[config.mk]
export PLATFORM = sky130hd
export DESIGN_NAME = pong_paddle_bank
export DESIGN_NICKNAME = d
export VERILOG_FILES = /design/src/rtl/pong_pkg.sv /design/src/rtl/pong_paddle_channel.sv /design/src/rtl/pong_paddle_bank.sv
export SDC_FILE = /design/constraint.sdc
export NUM_CORES = 1
export LEC_CHECK = 0
export CORE_ASPECT_RATIO = 0.9
export CORE_MARGIN = 3
export CORE_UTILIZATION = 59
export DETAILED_ROUTE_END_ITERATION = 7
export PLACE_DENSITY = 0.83
export SLEW_MARGIN = 0
export SYNTH_ARGS = -nofsm -noshare
export SYNTH_HDL_FRONTEND = slang
export SYNTH_SLANG_ARGS = --single-unit
[constraint.sdc]
create_clock -name clk -period 4.6 [get_ports clk]
set_clock_uncertainty 0.2 [all_clocks]
set_input_delay 0.92 -clock clk [delete_from_list [all_inputs] [get_ports clk]]
set_output_delay 0.92 -clock clk [all_outputs]
set_load 0.01 [all_outputs]
[src/rtl/pong_pkg.sv]
// Shared types and defaults for the paddle bank.
package pong_pkg;

    typedef enum logic [1:0] {
        P_IDLE = 2'd0,
        P_SLOW = 2'd1,
        P_FAST = 2'd2
    } paddle_state_t;

    localparam int POS_W_DEF = 10;

endpackage

[src/rtl/pong_paddle_channel.sv]
// One paddle: accelerate FSM, hold counter, saturating position and pixel-hit compare.
import pong_pkg::*;

module pong_paddle_channel #(
    parameter int POS_W         = POS_W_DEF,
    parameter int PADDLE_HEIGHT = 48,
    parameter int PADDLE_WIDTH  = 8,
    parameter int MAX_POS       = 432,
    parameter int CENTRE        = 216,
    parameter int X_POS         = 16,
    parameter int STEP_SLOW     = 1,
    parameter int STEP_FAST     = 4,
    parameter int HOLD_TICKS    = 16
) (
    input  logic             clk,
    input  logic             reset_n,
    input  logic             tick,
    input  logic             start,
    input  logic             recenter,
    input  logic             up,
    input  logic             down,
    input  logic [POS_W-1:0] hori,
    input  logic [POS_W-1:0] vert,
    output logic [POS_W-1:0] height,
    output logic             hit,
    output logic             on
);

    localparam int HW = $clog2(HOLD_TICKS + 1);
    localparam logic [POS_W:0] MAX_E  = (POS_W+1)'(MAX_POS);
    localparam logic [POS_W:0] X_LO   = (POS_W+1)'(X_POS);
    localparam logic [POS_W:0] X_HI   = (POS_W+1)'(X_POS + PADDLE_WIDTH);
    localparam logic [POS_W:0] PH_E   = (POS_W+1)'(PADDLE_HEIGHT);
    localparam logic [POS_W:0] SLOW_E = (POS_W+1)'(STEP_SLOW);
    localparam logic [POS_W:0] FAST_E = (POS_W+1)'(STEP_FAST);

    paddle_state_t   state;
    logic [HW-1:0]   hold_cnt;
    logic [HW-1:0]   hold_inc;
    logic            dir_q;
    logic            valid;
    logic [POS_W:0]  pos_e;
    logic [POS_W:0]  step;
    logic [POS_W:0]  sum;
    logic [POS_W:0]  nxt_pos;

    assign valid    = up ^ down;
    assign hold_inc = hold_cnt + HW'(1);
    assign pos_e    = {1'b0, height};

    // Fast step only while the held direction matches the latched one.
    always_comb begin
        step    = (state == P_FAST && down == dir_q) ? FAST_E : SLOW_E;
        sum     = pos_e + step;
        nxt_pos = '0;
        if (down)
            nxt_pos = (sum > MAX_E) ? MAX_E : sum;
        else
            nxt_pos = (pos_e < step) ? '0 : pos_e - step;
    end

    assign hit = ({1'b0, hori} >= X_LO) && ({1'b0, hori} < X_HI) &&
                 ({1'b0, vert} >= pos_e) && ({1'b0, vert} < pos_e + PH_E);

    always_ff @(posedge clk or negedge reset_n) begin
        if (!reset_n) begin
            height   <= POS_W'(CENTRE);
            state    <= P_IDLE;
            hold_cnt <= '0;
            dir_q    <= 1'b0;
            on       <= 1'b0;
        end else begin
            on <= hit;
            if (recenter) begin
                height   <= POS_W'(CENTRE);
                state    <= P_IDLE;
                hold_cnt <= '0;
            end else if (!start || !valid) begin
                state    <= P_IDLE;
                hold_cnt <= '0;
            end else if (tick) begin
                height <= nxt_pos[POS_W-1:0];
                case (state)
                    P_IDLE: begin
                        state    <= P_SLOW;
                        hold_cnt <= HW'(1);
                        dir_q    <= down;
                    end
                    P_SLOW: begin
                        if (down != dir_q) begin
                            hold_cnt <= HW'(1);
                            dir_q    <= down;
                        end else begin
                            hold_cnt <= hold_inc;
                            if (hold_inc == HW'(HOLD_TICKS))
                                state <= P_FAST;
                        end
                    end
                    P_FAST: begin
                        if (down != dir_q) begin
                            state    <= P_SLOW;
                            hold_cnt <= HW'(1);
                            dir_q    <= down;
                        end
                    end
                    default: state <= P_IDLE;
                endcase
            end
        end
    end

endmodule

[src/rtl/pong_paddle_bank.sv]
// N-paddle bank: shared motion tick divider, per-paddle channels, packed heights, OR'd pixel flag.
import pong_pkg::*;

module pong_paddle_bank #(
    parameter int NUM_PADDLES    = 2,
    parameter int POS_W          = POS_W_DEF,
    parameter int PADDLE_HEIGHT  = 48,
    parameter int PADDLE_WIDTH   = 8,
    parameter int SCREEN_HEIGHT  = 480,
    parameter int PADDLE_X0      = 16,
    parameter int PADDLE_X_PITCH = 600,
    parameter int TICK_DIV       = 500000,
    parameter int STEP_SLOW      = 1,
    parameter int STEP_FAST      = 4,
    parameter int HOLD_TICKS     = 16
) (
    input  logic                         clk,
    input  logic                         reset_n,
    input  logic                         start,
    input  logic                         recenter,
    input  logic [NUM_PADDLES-1:0]       paddle_up,
    input  logic [NUM_PADDLES-1:0]       paddle_down,
    input  logic [POS_W-1:0]             hori_cnt,
    input  logic [POS_W-1:0]             vert_cnt,
    output logic [NUM_PADDLES*POS_W-1:0] height,
    output logic [NUM_PADDLES-1:0]       on_vec,
    output logic                         on
);

    localparam int MAX_POS = SCREEN_HEIGHT - PADDLE_HEIGHT;
    localparam int CENTRE  = MAX_POS / 2;
    localparam int CW      = $clog2(TICK_DIV);
    localparam longint LAST_X_END = longint'(PADDLE_X0) +
        longint'(NUM_PADDLES - 1) * longint'(PADDLE_X_PITCH) + longint'(PADDLE_WIDTH);

    if (MAX_POS <= 0)                                 begin : g_chk_max  $error("MAX_POS must be positive"); end
    if (longint'(MAX_POS) >= (longint'(1) << POS_W))  begin : g_chk_fit  $error("MAX_POS must fit POS_W"); end
    if (STEP_SLOW < 1 || STEP_FAST < STEP_SLOW)       begin : g_chk_step $error("need STEP_FAST>=STEP_SLOW>=1"); end
    if (TICK_DIV < 2)                                 begin : g_chk_div  $error("TICK_DIV must be >= 2"); end
    if (HOLD_TICKS < 1)                               begin : g_chk_hold $error("HOLD_TICKS must be >= 1"); end
    if (LAST_X_END > (longint'(1) << POS_W))          begin : g_chk_x    $error("last paddle column exceeds POS_W"); end

    logic [CW-1:0]          tick_cnt;
    logic                   tick;
    logic [NUM_PADDLES-1:0] hit_vec;

    assign tick = start && (tick_cnt == CW'(TICK_DIV - 1));

    always_ff @(posedge clk or negedge reset_n) begin
        if (!reset_n)
            tick_cnt <= '0;
        else if (!start || tick)
            tick_cnt <= '0;
        else
            tick_cnt <= tick_cnt + CW'(1);
    end

    for (genvar i = 0; i < NUM_PADDLES; i++) begin : g_ch
        pong_paddle_channel #(
            .POS_W         (POS_W),
            .PADDLE_HEIGHT (PADDLE_HEIGHT),
            .PADDLE_WIDTH  (PADDLE_WIDTH),
            .MAX_POS       (MAX_POS),
            .CENTRE        (CENTRE),
            .X_POS         (PADDLE_X0 + i * PADDLE_X_PITCH),
            .STEP_SLOW     (STEP_SLOW),
            .STEP_FAST     (STEP_FAST),
            .HOLD_TICKS    (HOLD_TICKS)
        ) u_ch (
            .clk      (clk),
            .reset_n  (reset_n),
            .tick     (tick),
            .start    (start),
            .recenter (recenter),
            .up       (paddle_up[i]),
            .down     (paddle_down[i]),
            .hori     (hori_cnt),
            .vert     (vert_cnt),
            .height   (height[i*POS_W +: POS_W]),
            .hit      (hit_vec[i]),
            .on       (on_vec[i])
        );
    end

    always_ff @(posedge clk or negedge reset_n) begin
        if (!reset_n) on <= 1'b0;
        else          on <= |hit_vec;
    end

endmodule

==> impl_metrics.env <==
export IMPL_power_leakage_nw=2.48
export IMPL_root_buffer="clkbuf_8"
export IMPL_area_growth_pct=14.5
export IMPL_power_density_nw_per_um2=187
export IMPL_max_vdd_ir_drop_mv=0.122
export IMPL_cp_start_kind="input port"
export IMPL_cts_sinks=58
export IMPL_crit_family="simple AND/OR/NAND/NOR gates"
export IMPL_relSlewSlack_pct=42.9
export IMPL_cts_max_path_buffers=2
export IMPL_grt_pass1_wl_um=23600
export IMPL_crit_buf_inv=1
export IMPL_multi_input_area_um2=3500
export IMPL_outcome="finished, final reports clean"
export IMPL_crit_required_ns=4.61
export IMPL_final_layout_size_suffix_gt1_share_pct=6.93
export IMPL_hold_viol_final=0
export IMPL_yosys_warnings=0
export IMPL_fin_util_pct=71.8
export IMPL_fin_crit_sh_pct=91.7
export IMPL_async_flop_share_pct=100
export IMPL_h_tree_depth=3
export IMPL_synth_area_per_cell_um2=8.28
export IMPL_end_kind="flop"
export IMPL_dieArea_um2=9990
export IMPL_fillers=629
export IMPL_drtPass1Iterations=6
export IMPL_fp_dieH_um=95.1
export IMPL_place_area_um2=5760
export IMPL_vias=5161
export IMPL_design_area_um2=5960
export IMPL_fmax_ghz=0.237
export IMPL_synth_flop_cell="dfrtp_1"
export IMPL_place_gp_congestion=0.932
export IMPL_period_minus_slack_ns=4.22
export IMPL_path_max_fanout=8
export IMPL_coreArea_um2=8300
export IMPL_holdWs_ns=0.290
export IMPL_cts_hold_buf=0
export IMPL_path_cells="clkdlybuf4s50_1 -> xnor2_1 -> nand2_1 -> ha_1 -> and3b_1 -> nor2_1 -> nor2_1 -> a31oi_1 -> nor4bb_1 -> a22o_1 -> a21oi_1 -> or3_1"
export IMPL_synth_area_um2=5210
export IMPL_clk_pin_slew_ns=0.06
export IMPL_grt_use_total_pct=28.9
export IMPL_antenna_found_initial=0
export IMPL_setup_worst_path_class="input port to flop"
export IMPL_cap_violations=0
export IMPL_cts_made_buffers=9
export IMPL_die_w_um=105
export IMPL_final_cell_mix="59 x ha_1, 58 x nor2_1, 50 x dfrtp_1, 49 x nand2_1, 46 x clkdlybuf4s50_1"
export IMPL_worst_pin_slew_ns=0.857
export IMPL_synth_yosys_seq_area_share_pct=28.1
export IMPL_cp_arrival_ns=4.23
export IMPL_antenna_cells=0
export IMPL_postCtsSetupBuffers=0
export IMPL_finalMaxSlewViolations=0
export IMPL_seq_area_um2=1460
export IMPL_drtAntennaViolNets=0
export IMPL_grt_pass1_vias=5050
export IMPL_cts_resized=0
export IMPL_portBuffers=47
export IMPL_postSynthCellCount=629
export IMPL_dp_hpwl_um=10200
export IMPL_synth_edff_count=0
export IMPL_final_common_cell="ha_1"
export IMPL_grt_max_degree=36
export IMPL_routed_via_density=6.51
export IMPL_wl_um=13900
export IMPL_ys_ff_latch=58
export IMPL_std_cell_rows=31
export IMPL_min_path_type="flop to flop"
export IMPL_drt_iter0_markers=371
export IMPL_wl_per_cell_um=17.5
export IMPL_final_nets=760
export IMPL_tns_ns=0
export IMPL_yosysUniqueCellTypes=71
export IMPL_cpPeakStageDelay_ns=0.44
export IMPL_path_common_cell="nor2_1"
export IMPL_slowest_stage="clkdlybuf4s50_1"
export IMPL_start_util_pct=62.7
export IMPL_cts_tree="built"
export IMPL_overflow=0
export IMPL_rsz0062_at_grt="no"
export IMPL_setup_violations=0
export IMPL_syn_nets=716
export IMPL_io_pins=51
export IMPL_drc=0
export IMPL_insertion_delay_ns=0.34
==> cell type report <==
type | instances | area share [%]
Clock inverter | 3 | 0.671
Tap cell | 115 | 2.41
Sequential cell | 58 | 24.5
Multi-Input combinational cell | 512 | 58.7
Clock buffer | 13 | 2.66
Timing Repair Buffer | 54 | 8.69
Inverter | 38 | 2.39
==> synth_stat cells, types with 2 or more instances <==
cell type	instances	area share, %
nor4b_1	4	0.67
and4_1	5	0.84
or3_1	9	1.1
dfstp_2	8	4.0
nand2b_1	8	0.96
nor2_1	58	4.2
a21oi_2	2	0.34
clkbuf_1	10	0.72
clkinv_1	3	0.22
a31oi_1	17	2.0
dfrtp_1	50	24
nor4bb_1	3	0.58
o22ai_1	2	0.24
o21a_1	7	1.0
nor3_1	13	1.2
a2111oi_0	2	0.34
o211ai_1	6	0.87
inv_1	34	2.5
nor2b_1	13	1.6
a221oi_1	3	0.50
ha_1	59	14
o211a_1	4	0.77
and2_1	4	0.48
nand3_1	23	2.2
nand4_1	12	1.4
nor4_1	5	0.60
a311oi_1	3	0.50
xnor2_1	24	4.0
and3_1	8	0.96
nand3b_1	5	0.72
or2_2	3	0.36
o31a_1	3	0.50
o31ai_1	13	1.9
a211oi_1	8	1.2
o21ai_1	16	1.5
nand2_1	49	3.5
a21oi_1	39	3.7
xor2_1	14	2.4
buf_1	2	0.14
buf_2	5	0.48
buf_4	3	0.43
o21ai_0	37	3.6
o2111ai_1	5	0.84
==> sequential cells by signal, summed over array words and instances (netlist names) <==
name	flops
on	1
g_ch.u_ch.on	2
g_ch.u_ch.dir_q	2
g_ch.u_ch.hold_cnt	10
g_ch.u_ch.height	20
tick_cnt	19
g_ch.u_ch.state	4
==> report_power, final <==
group	switching, mW	internal, mW	total, mW	leakage (nW)
logic	0.0645	0.0459	0.110	1.60
registers	0.00248	0.513	0.515	0.780
clock network	0.210	0.279	0.489	0.103
total	0.277	0.837	1.11	2.48
==> logic make-up (layout without fill, tap and decap cells) <==
logic type	Yosys count	in the layout	share of synthesized area, %
AO/OA/AOI/OAI	183	183	23.1
XOR/XNOR	38	38	6.39
adder cells (fa/ha/maj)	59	59	14.2
buffers and inverters	59	108	4.73
flip-flops	58	58	28.1
AND/OR/NAND/NOR	232	232	23.5
==> worst paths after layout <==
path	startpoint	endpoint	slack, ns	depth (start not counted)
hold / removal	tick_cnt[0]$_DFF_PN0_	tick_cnt[0]$_DFF_PN0_	0.29	1
setup reg to reg	g_ch[1].u_ch.dir_q$_DFFE_PN0P_	g_ch[1].u_ch.height[5]$_DFFE_PN0P_	1.02	11
hold reg to reg	tick_cnt[0]$_DFF_PN0_	tick_cnt[0]$_DFF_PN0_	0.29	1
max in group asynchronous	reset_n	g_ch[1].u_ch.height[3]$_DFFE_PN1P_	2.84	2
min in group asynchronous	reset_n	g_ch[0].u_ch.height[8]$_DFFE_PN0P_	0.49	1
setup / recovery	paddle_down[1]	g_ch[1].u_ch.height[5]$_DFFE_PN0P_	0.38	12
==> per-layer routing <==
| layer | vias up | track usage [%] | routed length (µm) |
|---|---|---|---|
| met5 | - | 0 | 0 |
| met4 | 0 | 13.2 | 476 |
| met1 | 2439 | 36.8 | 5830 |
| met3 | 44 | 5.48 | 1030 |
| met2 | 265 | 48.0 | 6510 |
| li1 | 2413 | - | - |
==> worst register-to-register path: cells and delay by family (launching register included) <==
kind / cells / cell delay (ns)
compound gates: 3 / 0.48
flops: 1 / 0.38
simple gates: 6 / 1.56
fa+ha+maj: 1 / 0.44
xor+xnor: 1 / 0.39
==> through the flow <==
stage	std cells	power [mW]	setup slack (ns)
final	793	1.11	0.384
after global routing	793	1.15	0.0895
after CTS	793	1.12	0.465
after detailed placement	777	0.634	0.132
after global placement	777	0.629	0.218
after floorplan	629	0.576	0.674
Note: power is estimated with default switching activity, not from simulation.
